===== src/rtl/io_write_arbiter_if.sv =====
// Write-port bundle between I/O event sources, arbiter and register handshaker.
// master: arbiter side; slave: requesters + handshaker side.
interface io_write_arbiter_if #(
  parameter int NUM_REQ    = 4,
  parameter int DATA_WIDTH = 32
);
  localparam int IDW = (NUM_REQ > 1) ? $clog2(NUM_REQ) : 1;

  logic [NUM_REQ-1:0]            Req_Valid;
  logic [NUM_REQ*DATA_WIDTH-1:0] Req_Data;
  logic [NUM_REQ-1:0]            Req_Ack;
  logic [DATA_WIDTH-1:0]         IO_WrData;
  logic                          IO_WrEn;
  logic                          IO_Busy;
  logic [IDW-1:0]                Grant_Id;
  logic                          Active;

  modport master (
    input  Req_Valid, Req_Data, IO_Busy,
    output Req_Ack, IO_WrData, IO_WrEn,
    output Grant_Id, Active
  );

  modport slave (
    output Req_Valid, Req_Data, IO_Busy,
    input  Req_Ack, IO_WrData, IO_WrEn,
    input  Grant_Id, Active
  );
endinterface


===== src/rtl/io_write_arbiter.sv =====
// Round-robin arbiter sharing one read-clear register write port among NUM_REQ
// sources. Ports: Clock, Reset (sync, active-low), bus (io_write_arbiter_if.master).
module io_write_arbiter #(
  parameter int NUM_REQ    = 4,
  parameter int DATA_WIDTH = 32
) (
  input logic               Clock,
  input logic               Reset,
  io_write_arbiter_if.master bus
);
  localparam int IDW = (NUM_REQ > 1) ? $clog2(NUM_REQ) : 1;

  typedef enum logic [1:0] {
    IDLE,
    ISSUE,
    SETTLE,
    WAIT
  } state_t;

  state_t state, state_d;

  logic [IDW-1:0]        ptr, ptr_nxt, sel, gid;
  logic [NUM_REQ-1:0]    sel_oh, ack;
  logic [DATA_WIDTH-1:0] sel_data, wdata;
  logic                  found, load, wren;

  // Pass 0 scans ptr..NUM_REQ-1, pass 1 wraps to 0..ptr-1.
  always_comb begin
    found    = 1'b0;
    sel      = '0;
    sel_oh   = '0;
    sel_data = '0;
    for (int p = 0; p < 2; p++) begin
      for (int i = 0; i < NUM_REQ; i++) begin
        if (!found && bus.Req_Valid[i] &&
            ((p == 0) == (i >= int'(ptr)))) begin
          found     = 1'b1;
          sel       = IDW'(i);
          sel_oh[i] = 1'b1;
          sel_data  =
            bus.Req_Data[i*DATA_WIDTH +: DATA_WIDTH];
        end
      end
    end
  end

  assign ptr_nxt = (gid == IDW'(NUM_REQ - 1)) ?
                   '0 : gid + IDW'(1);

  always_comb begin
    state_d = state;
    load    = 1'b0;
    unique case (state)
      IDLE: begin
        if (found && !bus.IO_Busy) begin
          load    = 1'b1;
          state_d = ISSUE;
        end
      end
      ISSUE:  state_d = SETTLE;
      // Busy may not have risen yet; skip it here.
      SETTLE: state_d = WAIT;
      WAIT: begin
        if (!bus.IO_Busy) state_d = IDLE;
      end
      default: state_d = IDLE;
    endcase
  end

  always_ff @(posedge Clock) begin
    if (!Reset) begin
      state <= IDLE;
      ptr   <= '0;
      wren  <= 1'b0;
      ack   <= '0;
      wdata <= '0;
      gid   <= '0;
    end else begin
      state <= state_d;
      wren  <= load;
      ack   <= load ? sel_oh : '0;
      if (load) begin
        wdata <= sel_data;
        gid   <= sel;
      end
      if (state == ISSUE) ptr <= ptr_nxt;
    end
  end

  assign bus.Req_Ack   = ack;
  assign bus.IO_WrEn   = wren;
  assign bus.IO_WrData = wdata;
  assign bus.Grant_Id  = gid;
  assign bus.Active    = (state != IDLE);
endmodule

===== src/flat_wrapper.sv =====
// flat-port wrapper written by rule: the top's interface ports become plain ports
module io_write_arbiter_flat 
#(
  parameter int NUM_REQ    = 4,
  parameter int DATA_WIDTH = 32
)
  (Clock, Reset, bus_Req_Valid, bus_Req_Data, bus_IO_Busy, bus_Req_Ack, bus_IO_WrData, bus_IO_WrEn, bus_Grant_Id, bus_Active);
  io_write_arbiter_if #(.NUM_REQ(NUM_REQ), .DATA_WIDTH(DATA_WIDTH)) bus_i ();
  input logic Clock;
  input logic Reset;
  input wire logic [$bits(bus_i.Req_Valid)-1:0] bus_Req_Valid;
  input wire logic [$bits(bus_i.Req_Data)-1:0] bus_Req_Data;
  input wire logic [$bits(bus_i.IO_Busy)-1:0] bus_IO_Busy;
  output wire logic [$bits(bus_i.Req_Ack)-1:0] bus_Req_Ack;
  output wire logic [$bits(bus_i.IO_WrData)-1:0] bus_IO_WrData;
  output wire logic [$bits(bus_i.IO_WrEn)-1:0] bus_IO_WrEn;
  output wire logic [$bits(bus_i.Grant_Id)-1:0] bus_Grant_Id;
  output wire logic [$bits(bus_i.Active)-1:0] bus_Active;
  assign bus_i.Req_Valid = bus_Req_Valid;
  assign bus_i.Req_Data = bus_Req_Data;
  assign bus_i.IO_Busy = bus_IO_Busy;
  assign bus_Req_Ack = bus_i.Req_Ack;
  assign bus_IO_WrData = bus_i.IO_WrData;
  assign bus_IO_WrEn = bus_i.IO_WrEn;
  assign bus_Grant_Id = bus_i.Grant_Id;
  assign bus_Active = bus_i.Active;
  io_write_arbiter #(.NUM_REQ(NUM_REQ), .DATA_WIDTH(DATA_WIDTH)) u_core (.Clock(Clock), .Reset(Reset), .bus(bus_i));
endmodule

===== config.mk =====
export PLATFORM = sky130hd
export DESIGN_NAME = io_write_arbiter_flat
export DESIGN_NICKNAME = d
export VERILOG_FILES = /design/src/rtl/io_write_arbiter_if.sv /design/src/rtl/io_write_arbiter.sv /design/src/flat_wrapper.sv
export SDC_FILE = /design/constraint.sdc
export NUM_CORES = 1
export LEC_CHECK = 0
export BUFFER_PORTS_ARGS = -buffer_cell sky130_fd_sc_hd__buf_4
export CAP_MARGIN = 20
export CORE_ASPECT_RATIO = 1.75
export CORE_MARGIN = 8
export CORE_UTILIZATION = 52
export DETAILED_ROUTE_END_ITERATION = 16
export PLACE_DENSITY_LB_ADDON = 0.05
export REMOVE_ABC_BUFFERS = 1
export SYNTH_ARGS = -nofsm -noshare
export SYNTH_HDL_FRONTEND = slang
export SYNTH_SLANG_ARGS = --single-unit

===== constraint.sdc =====
create_clock -name Clock -period 2.6 [get_ports Clock]
set_input_delay 0.13 -clock Clock [delete_from_list [all_inputs] [get_ports Clock]]
set_output_delay 0.13 -clock Clock [all_outputs]
set_load 0.05 [all_outputs]

==> flow_results.org <==
** Synth
- By area the synthesized netlist is led by dfxtp_1, a221oi_1, nor3b_1, o31ai_1, a21oi_1.
- In the synthesized netlist, the number of instances is 525.
- Sequential-to-total area share from yosys stat :: 22.16%
- Summed over its instances, the top area cell type makes up between 20% and 30% of the synthesized netlist area.
- Compound-Gate Fraction of Synth Area :: 43.56%
- After Yosys synthesis, and, or, nand and nor cells account for 21.30% of the synthesized area.
- Multiplexer area fraction after synthesis :: 1.031%
- Xor and xnor fraction of the mapped netlist area :: 0%
- By area, the combinational part of the netlist is dominated by compound AO/OA/AOI/OAI gates.
- Number of distinct standard cells referenced by the synthesized netlist :: 47
- The average instance in the mapped netlist occupies 7.398 sq um.
- Yosys printed 0 warnings.
- Cell type contributing the most total cell area after synthesis :: dfxtp_1
- The synthesized netlist occupies a cell area of 0.003884 sq mm.
- Arithmetic-cell share of the synthesized area counting full adders, half adders and majority gates :: 1.933%
- Synthesized flop and latch total :: 43

** Routing
- Overall via count from detail_route :: 5152
- Dividing the detail-routed wire length by the instance count gives 21.86 microns.
- Count of antenna-violating nets left after detailed routing :: 0
- DR vias/cell :: 6.779
- Post-detailed-route DRC marker count :: 0
- Number of detailed-routing iterations run before antenna repair :: 5
- Starting DRC count in detailed routing :: 714
- Summed over all layers, the routed wires come to 16620 microns.

** CTS
- Counting every sink on the clock net gives 43.
- Post-CTS Setup Repair Bufs :: 0
- The clock reaches the later pin of the worst-skew pair after 0.30 ns.
- Clk Tree Root Cell :: clkbuf_16
- Post-CTS repair changed the size of 0 cells.
- Clock tree buffer depth :: 2
- In this run, post-CTS hold repair placed 0 buffers.
- In this run, CTS created clock tree buffers numbering 5.
- Clock-pin slew was measured on the worst setup and hold paths at 0.06 ns.
- The H-tree generated during clock tree synthesis spans 2 levels.
- TritonCTS built the clock tree.

** Finish
- Ratio of cells with drive above 1 in the final layout :: 36.20%
- The number of antenna diodes in the final layout is 0.
- Leaving out fill and tap cells, the most frequent cell in the layout is buf_4.
- Synth-to-layout area growth :: 38.76%
- Final layout net count :: 814
- Fill cells in the final layout number 626.
- The top cell types in the final layout, fill and taps aside, are buf_4, a21oi_1, dfxtp_1.

** Die
- The initial utilization of the core area, before any placement, comes to between 50% and 60%.
- The die is ~80 microns wide.
- The core region is about 0.0072 sq mm.
- Std cell rows :: ~40
- Die Outline Area :: 0.01060 sq mm
- Pin placement for this block handled ~180 I/O pins.
- Die Ht :: 130.3 microns

** Placement
- After legalization and detailed placement, the total HPWL measured 11630 microns.
- Final weighted congestion in routability-driven placement :: about 0.90
- Number of port buffers :: 174

** Setup path
- The critical path is of the reg -> reg type.
- Endpoint arrival time on the critical path :: 2.35 ns
- Critical path fanouts, max :: 20
- CP startpoint :: u_core.ptr[1]$_SDFFE_PN0N_
- At the worst endpoint, the required time is 2.83 ns.
- Setup slack, reg-to-reg :: 0.47 ns
- Number of cell instances on the worst register-to-register path :: 6
- Crit end category :: register
- Startpoint Class :: register
- In this run the critical register-to-register path is captured at u_core.bus.IO_WrData[15]$_SDFFE_PN0P_.
- The worst register-to-register path begins at u_core.ptr[1]$_SDFFE_PN0N_.
- The most critical setup path has its endpoint at u_core.bus.IO_WrData[15]$_SDFFE_PN0P_.

** STA
- Final setup fails :: 0
- Fmax achieved :: between 400 and 500 MHz
- Transition at the pin with the smallest max-transition slack :: ~0.84 ns
- Minimum clock period after layout :: 2.125 ns
- Setup repair after global routing left no endpoint under its margin.
- Max_slew headroom :: around 44%
- The final critical path takes up 81.75% of the cycle.
- Hold Fails Final Rpt :: 0
- For the final routed database, the setup TNS stands at 0 ns.
- Final setup skew :: 0.005013 ns
- The number of pins exceeding their max-slew limit in the final report was 0.

** Power and ir drop
- Highest ir drop seen on vdd :: ~470 uV
- Leak Pwr :: roughly 2.2 nW
- In this run the power density over the cells is 724.2 mW/mm^2.
- Total power for the finished layout comes to 3.903 mW.

** Job
- Across the run, the number of max-cap violations was 0.

** Global routing
- Global-route usage over all layers :: between 30% and 40%
- GRT busiest layer :: met2
- Entering global routing, the biggest net connects 41 pins.
- The via count of the first global-routing pass is between 5000 and 6000.
- Wire length of the first global-routing pass :: 25540 microns
- Gr ovfl total :: 0
- In the global route stage, met3 resource usage came out at 7.851%.
- Number of antenna violations at the first check in global routing :: 0
- In the global route stage, met1 resource usage came out at 31.71%.
- Global routing used 51.11% of the available met2 tracks.

** Run status
- The flow ran to the end, and the final reports show no timing, DRC or antenna violations.

** Min path
- Hold/Removal Path Class :: in -> reg
==> report_power, final <==
part	switching, mW	internal (mW)	leakage, nW
combinational	1.45	0.830	1.81
sequential	0.122	0.818	0.352
clock	0.277	0.410	0.0772
==> synth_stat cells, drive strengths merged <==
cell and instances:
a2111oi 1, a211oi 1, a21boi 1, a21o 9, a21oi 45, a221oi 32
a2bb2oi 24, a31oi 24, buf 36, clkbuf 18, dfxtp 43, ha 6
inv 32, mux2i 4, nand2 39, nand2b 6, nand3 32, nand3b 1
nand4b 1, nand4bb 1, nor2 12, nor2b 7, nor3 3, nor3b 32
nor4 1, o211a 1, o211ai 1, o21ai 60, o21ba 1, o22ai 8
o31ai 32, or2 1, or3 10
==> kinds of logic (layout without fill, tap and decap cells) <==
group           count (synthesis)  after routing
fa+ha+maj                       6              6
compound gates                240            240
simple gates                  146            146
flops                          43             43
mux                             4              4
buf+inv                        86            235
==> worst min-delay path by stage <==
stage	start	to	cells past startpoint
floorplan	Reset	u_core.bus.Grant_Id[1]$_SDFFE_PN0P_	1
global placement	bus_Req_Data[95]	u_core.bus.IO_WrData[31]$_SDFFE_PN0P_	3
detailed placement	bus_Req_Data[95]	u_core.bus.IO_WrData[31]$_SDFFE_PN0P_	3
CTS	bus_Req_Data[95]	u_core.bus.IO_WrData[31]$_SDFFE_PN0P_	3
global route	bus_Req_Data[95]	u_core.bus.IO_WrData[31]$_SDFFE_PN0P_	3
finish	bus_Req_Data[95]	u_core.bus.IO_WrData[31]$_SDFFE_PN0P_	3
==> critical path: stages (launching register included) <==
cell,delay [ns]
dfxtp_2,0.36
o21ba_2,0.22
nand2b_2,0.30
nor2_2,0.51
buf_4,0.38
o31ai_1,0.12
a21oi_1,0.17
==> layer usage <==
layer	wire length (microns)	vias to the layer above
li1	-	2291
met1	5629	2349
met2	8108	424
met3	1954	88
met4	924	0
met5	0	-
==> registers in the layout, summed over array words and instances, names as in the netlist <==
name / flops
u_core.bus.Grant_Id: 2
u_core.bus.IO_WrData: 32
u_core.bus.IO_WrEn: 1
u_core.bus.Req_Ack: 4
u_core.ptr: 2
u_core.state: 2
==> layout make-up <==
type	count	area (sq um)	area share, %
clock buffer	8	156.4	2.902
multi-input combinational	396	2663	49.41
timing repair buffer	195	1480	27.47
inverter	32	120.1	2.229
sequential	43	862.1	16.00
tap	86	107.6	1.997
==> stage by stage <==
stage	std cells	hold slack, ns	cell area, sq um	setup slack (ns)	util (%)
6_report	760	0.1208	5389	0.4746	74.50
5_1_grt	760	0.1419	5389	0.3072	74.50
2_1_floorplan	471	0.2582	3615	-0.1103	-
3_3_place_gp	751	0.4192	5221	0.4095	72.18
4_1_cts	759	0.1245	5378	0.2551	74.35
3_5_place_dp	751	0.4295	5221	0.2636	72.18
Note: power is estimated with default switching activity, not from simulation.
